**src/rtl/if_id_fifo.sv**
```systemverilog
// if_id_fifo: IF->ID pipeline FIFO with jump-bubble drop and misprediction flush.
// Define IF_ID_FIFO_BYPASS_EN to let a beat pass straight through an empty FIFO.
module if_id_fifo #(
    parameter int INST_W = 32,
    parameter int PC_W   = 32,
    parameter int DEPTH  = 4
) (
    input  logic                   clk,
    input  logic                   reset_n,
    input  logic                   in_valid,
    output logic                   in_ready,
    input  logic [INST_W-1:0]      in_inst,
    input  logic [PC_W-1:0]        in_pc,
    input  logic                   in_take,
    input  logic                   drop_in,
    input  logic                   flush,
    output logic                   out_valid,
    input  logic                   out_ready,
    output logic [INST_W-1:0]      out_inst,
    output logic [PC_W-1:0]        out_pc,
    output logic                   out_take,
    output logic [$clog2(DEPTH):0] count
);
    localparam int AW = $clog2(DEPTH);
    localparam int CW = AW + 1;
    localparam logic [CW-1:0] FULL_COUNT = CW'(DEPTH);

    logic [INST_W-1:0] inst_mem [DEPTH];
    logic [PC_W-1:0]   pc_mem   [DEPTH];
    logic              take_mem [DEPTH];

    logic [AW-1:0] wr_ptr;
    logic [AW-1:0] rd_ptr;
    logic [CW-1:0] count_q;

    logic stored_valid;
    logic bypass;
    logic push;
    logic pop;

    assign stored_valid = (count_q != '0);
    assign in_ready     = (count_q < FULL_COUNT);
    assign count        = count_q;

`ifdef IF_ID_FIFO_BYPASS_EN
    // A bypassed beat that decode takes immediately never touches storage.
    assign bypass = !stored_valid && in_valid && !drop_in && !flush;
    assign push   = in_valid && in_ready && !flush && !drop_in && !(bypass && out_ready);
`else
    assign bypass = 1'b0;
    assign push   = in_valid && in_ready && !flush && !drop_in;
`endif

    assign pop       = stored_valid && out_ready && !flush;
    assign out_valid = stored_valid || bypass;

    always_comb begin
        out_inst = '0;
        out_pc   = '0;
        out_take = 1'b0;
        if (bypass) begin
            out_inst = in_inst;
            out_pc   = in_pc;
            out_take = in_take;
        end else if (stored_valid) begin
            out_inst = inst_mem[rd_ptr];
            out_pc   = pc_mem[rd_ptr];
            out_take = take_mem[rd_ptr];
        end
    end

    // Storage is never cleared; count and pointers alone define what is live.
    always_ff @(posedge clk) begin
        if (reset_n && push) begin
            inst_mem[wr_ptr] <= in_inst;
            pc_mem[wr_ptr]   <= in_pc;
            take_mem[wr_ptr] <= in_take;
        end
    end

    always_ff @(posedge clk) begin
        if (!reset_n) begin
            wr_ptr  <= '0;
            rd_ptr  <= '0;
            count_q <= '0;
        end else if (flush) begin
            wr_ptr  <= '0;
            rd_ptr  <= '0;
            count_q <= '0;
        end else begin
            if (push) begin
                wr_ptr <= wr_ptr + AW'(1);
            end
            if (pop) begin
                rd_ptr <= rd_ptr + AW'(1);
            end
            case ({push, pop})
                2'b10:   count_q <= count_q + CW'(1);
                2'b01:   count_q <= count_q - CW'(1);
                default: count_q <= count_q;
            endcase
        end
    end

endmodule

```
**config.mk**
```make
export PLATFORM = sky130hd
export DESIGN_NAME = if_id_fifo
export DESIGN_NICKNAME = d
export VERILOG_FILES = /design/src/rtl/if_id_fifo.sv
export SDC_FILE = /design/constraint.sdc
export NUM_CORES = 1
export LEC_CHECK = 0
export BUFFER_PORTS_ARGS = -buffer_cell sky130_fd_sc_hd__buf_2
export CAP_MARGIN = 20
export CORE_ASPECT_RATIO = 1.75
export CORE_UTILIZATION = 45
export CTS_CLUSTER_DIAMETER = 50
export CTS_CLUSTER_SIZE = 8
export DETAILED_ROUTE_END_ITERATION = 7
export PLACE_DENSITY = 0.71
export SKIP_LAST_GASP = 1
export SLEW_MARGIN = 5
export SYNTH_ARGS = -nofsm -noshare
export SYNTH_HDL_FRONTEND = slang
export SYNTH_SLANG_ARGS = --single-unit
```
**constraint.sdc**
```tcl
create_clock -name clk -period 8.54 [get_ports clk]
set_clock_uncertainty 0.05 [all_clocks]
set_input_delay 0.854 -clock clk [delete_from_list [all_inputs] [get_ports clk]]
set_output_delay 0.854 -clock clk [all_outputs]
set_load 0.005 [all_outputs]
```
==> impl_metrics.csv <==
group,metric,value,unit
status,status,"complete, no violations",
timing,finalSetupViolCount,0,
timing,rsz0062_at_grt,"no",
yosys,synth_cell_types,23,
timing,hold_viol,0,
timing,finalCritPeriodShare,41.82,%
yosys,ys_seq_area_share,77.58,%
timing,whs,0.4853,ns
worst_setup_path,cp_max_fo,34,
detailed_routing,drtAntennaViolNets,0,
detailed_routing,routed_wl,19.36,mm
global_routing,grt-ovfl-total,0,
clocking,clock_latency,0.49,ns
yosys,synth-main-ff-cell,"edfxtp_1",
worst_hold_path,hold_depth,2,
yosys,muxShareOfSynthArea,14.32,%
global_routing,grt_start_max_net_pins,67,
power_and_ir_drop,power_density,231.3,mW/mm^2
clocking,numCtsBuffers,39,
yosys,async_flop_share,0,%
global_routing,grt_pass1_wl,30.49,mm
global_routing,grt.total_usage,17.59,%
floorplanning,dieArea,0.02351,sq mm
yosys,syn_area,0.01030,sq mm
placed_design,dp_slack,5.191,ns
clocking,cts_tree,"built",
yosys,synthSimpleGateAreaFrac,4.982,%
floorplanning,die_w,116.3,microns
yosys,synth_top_area_share,75.83,%
worst_setup_path,crit_path_end_kind,"output port",
timing,fin_crit,3.571,ns
final_layout,drive_gt1_share,40.63,%
placed_design,gp_congestion,0.7282,
timing,tns,0,ns
clocking,cts_root_buf,"clkbuf_16",
yosys,synth_top_family_by_area,"multiplexers",
timing,maxSlewHeadroom,32.07,%
floorplanning,initial_utilization,46.27,%
global_routing,antenna_found_initial,8,
worst_hold_path,hp-class,"reg2reg",
worst_setup_path,r2r_cells,2,
detailed_routing,vias,4922,
clocking,post_cts_resized,0,
yosys,synthAdderAreaFrac,0.8020,%
detailed_routing,firstDrtPassIters,4,
yosys,yosysMostFrequentCell,"edfxtp_1",
worst_setup_path,cp_slowest_cell,"mux4_2",
detailed_routing,route.detailed.drc,0,
yosys,ys_seq_elements,269,
placed_design,port_buffers,140,
worst_setup_path,worstPathRequired,7.64,ns
yosys,yosys.area.top_type,"edfxtp_1",
global_routing,grt_pass1_vias,5787,
clocking,clk_path_buf_depth,3,
clocking,clk_pin_slew,0.05,ns
floorplanning,ios,141,
timing,drv_slew,0,
final_layout,syn_to_final_growth,20.37,%
clocking,cts_hold_buf,0,
clocking,cts_setup_buffers,0,
yosys,syn_nets,540,
floorplanning,rows,72,
timing,max_freq,280.0,MHz
detailed_routing,via_per_inst,5.225,
yosys,synth_compound_area_share,0.3038,%
yosys,synth_common_cells,"260 x edfxtp_1, 69 x and2_1, 65 x mux4_2",
floorplanning,die_height,202.1,microns
worst_setup_path,path_class,"reg2out",
worst_setup_path,crit_path_max_incr_delay,0.54,ns
job,cap_violations,0,
final_layout,layout.nets,702,
yosys,synth-xor-area-share,0.4253,%
yosys,yosys_warnings,0,
power_and_ir_drop,power_leakage,0.004258,uW
power_and_ir_drop,vdd_drop_max,154.9,uV
worst_setup_path,crit_chain,"buf_4 > buf_16 > mux4_2 > and2_1 > buf_2",
yosys,synth_edf_count,260,
worst_setup_path,start_kind,"register",
timing,setup_ws,4.969,ns
detailed_routing,wl_per_cell,20.55,microns
yosys,synthCells,463,
timing,worst_slew_pin_slew,1.019,ns
yosys,ys_top_cells_by_area,"edfxtp_1 76%, mux4_2 14%, and2_1 4.2%",
detailed_routing,drtIter0Drc,285,
floorplanning,core,0.02225,sq mm
placed_design,dp_hpwl,11.33,mm
yosys,avgSynthCellArea,22.24,sq um
clocking,cts_max_level,2,
worst_setup_path,critPathArrivalTime,2.67,ns
clocking,cts_sinks,269,
[critical path: cells and delay by family, from the launching register on]
| family | cells | cell delay, ns |
|---|---|---|
| buffers and inverters | 3 | 0.87 |
| DFF | 1 | 0.50 |
| muxes | 1 | 0.54 |
| and+or+nand+nor | 1 | 0.19 |
[layout make-up]
type | count | area, sq um
repair buffers | 143 | 743.2
clock buffers | 55 | 1079
flip-flops and latches | 269 | 7995
multi-input cells | 165 | 2160
inverters | 7 | 26.28
well taps | 296 | 370.4
fillers | 1731 | 9858
diodes | 6 | 15.01
clock inverters | 1 | 5.005
[per-stage QoR]
stage | cells | utilization (%) | instance area (sq um) | total power, uW
after floorplan | 463 | - | 10300 | 1505
after global placement | 879 | 50.64 | 11270 | 1539
after detailed placement | 879 | 50.64 | 11270 | 1544
after CTS | 935 | 55.50 | 12350 | 2893
after global routing | 941 | 55.68 | 12390 | 2946
final | 942 | 55.70 | 12390 | 2866
[registers in the layout, summed over array words and instances, names as in the netlist, named ones only]
signal    count
pc_mem      128
count         3
rd_ptr        2
wr_ptr        2
take_mem      4
inst_mem    128
[kinds of logic after synthesis]
kind of cell | Yosys count
mux | 66
xor+xnor | 5
flops | 269
compound gates | 5
simple gates | 83
buf+inv | 29
fa+ha+maj | 6
[cell usage in the layout, fill, tap and decap left out]
cell type / instances
clkinv_2: 1
diode_2: 6
and2_4: 4
xor2_1: 4
fa_1: 1
mux4_2: 65
nor4b_2: 2
clkbuf_16: 41
nand3_2: 1
ha_1: 5
nor2_1: 9
edfxtp_1: 260
inv_2: 1
or3_1: 1
and2_1: 65
nand2b_1: 1
buf_16: 1
o311ai_0: 1
o21ai_0: 1
a21oi_1: 2
buf_4: 2
inv_1: 6
xnor2_1: 1
dfxtp_4: 2
buf_2: 140
dfxtp_1: 7
clkbuf_1: 14
o31ai_1: 1
mux2i_1: 1
[where the power goes]
| part | switching [uW] | internal (uW) |
|---|---|---|
| Clock | 488 | 859 |
| Combinational | 33.4 | 27.0 |
| Sequential | 2.11 | 1460 |
| Total | 524 | 2340 |
[layer usage]
metal	routed length (microns)	vias up	track usage [%]	part of all wire, %
met5	21	-	0	0.11
met4	794	4	9.890	4.1
met3	1107	54	4.318	5.7
met2	10500	153	31.00	54
met1	6936	2520	18.78	36
li1	-	2191	-	-
[path summary, 6_finish.rpt]
check                               start             to  slack (ns)
worst max-delay path             register   out_inst[15]        4.97
worst min-delay path            rd_ptr[1]       register        0.49
worst max register to register   count[2]  pc_mem[0][10]        6.25
worst min register to register  rd_ptr[1]       register        0.49
(Power assumes the default switching activity.)
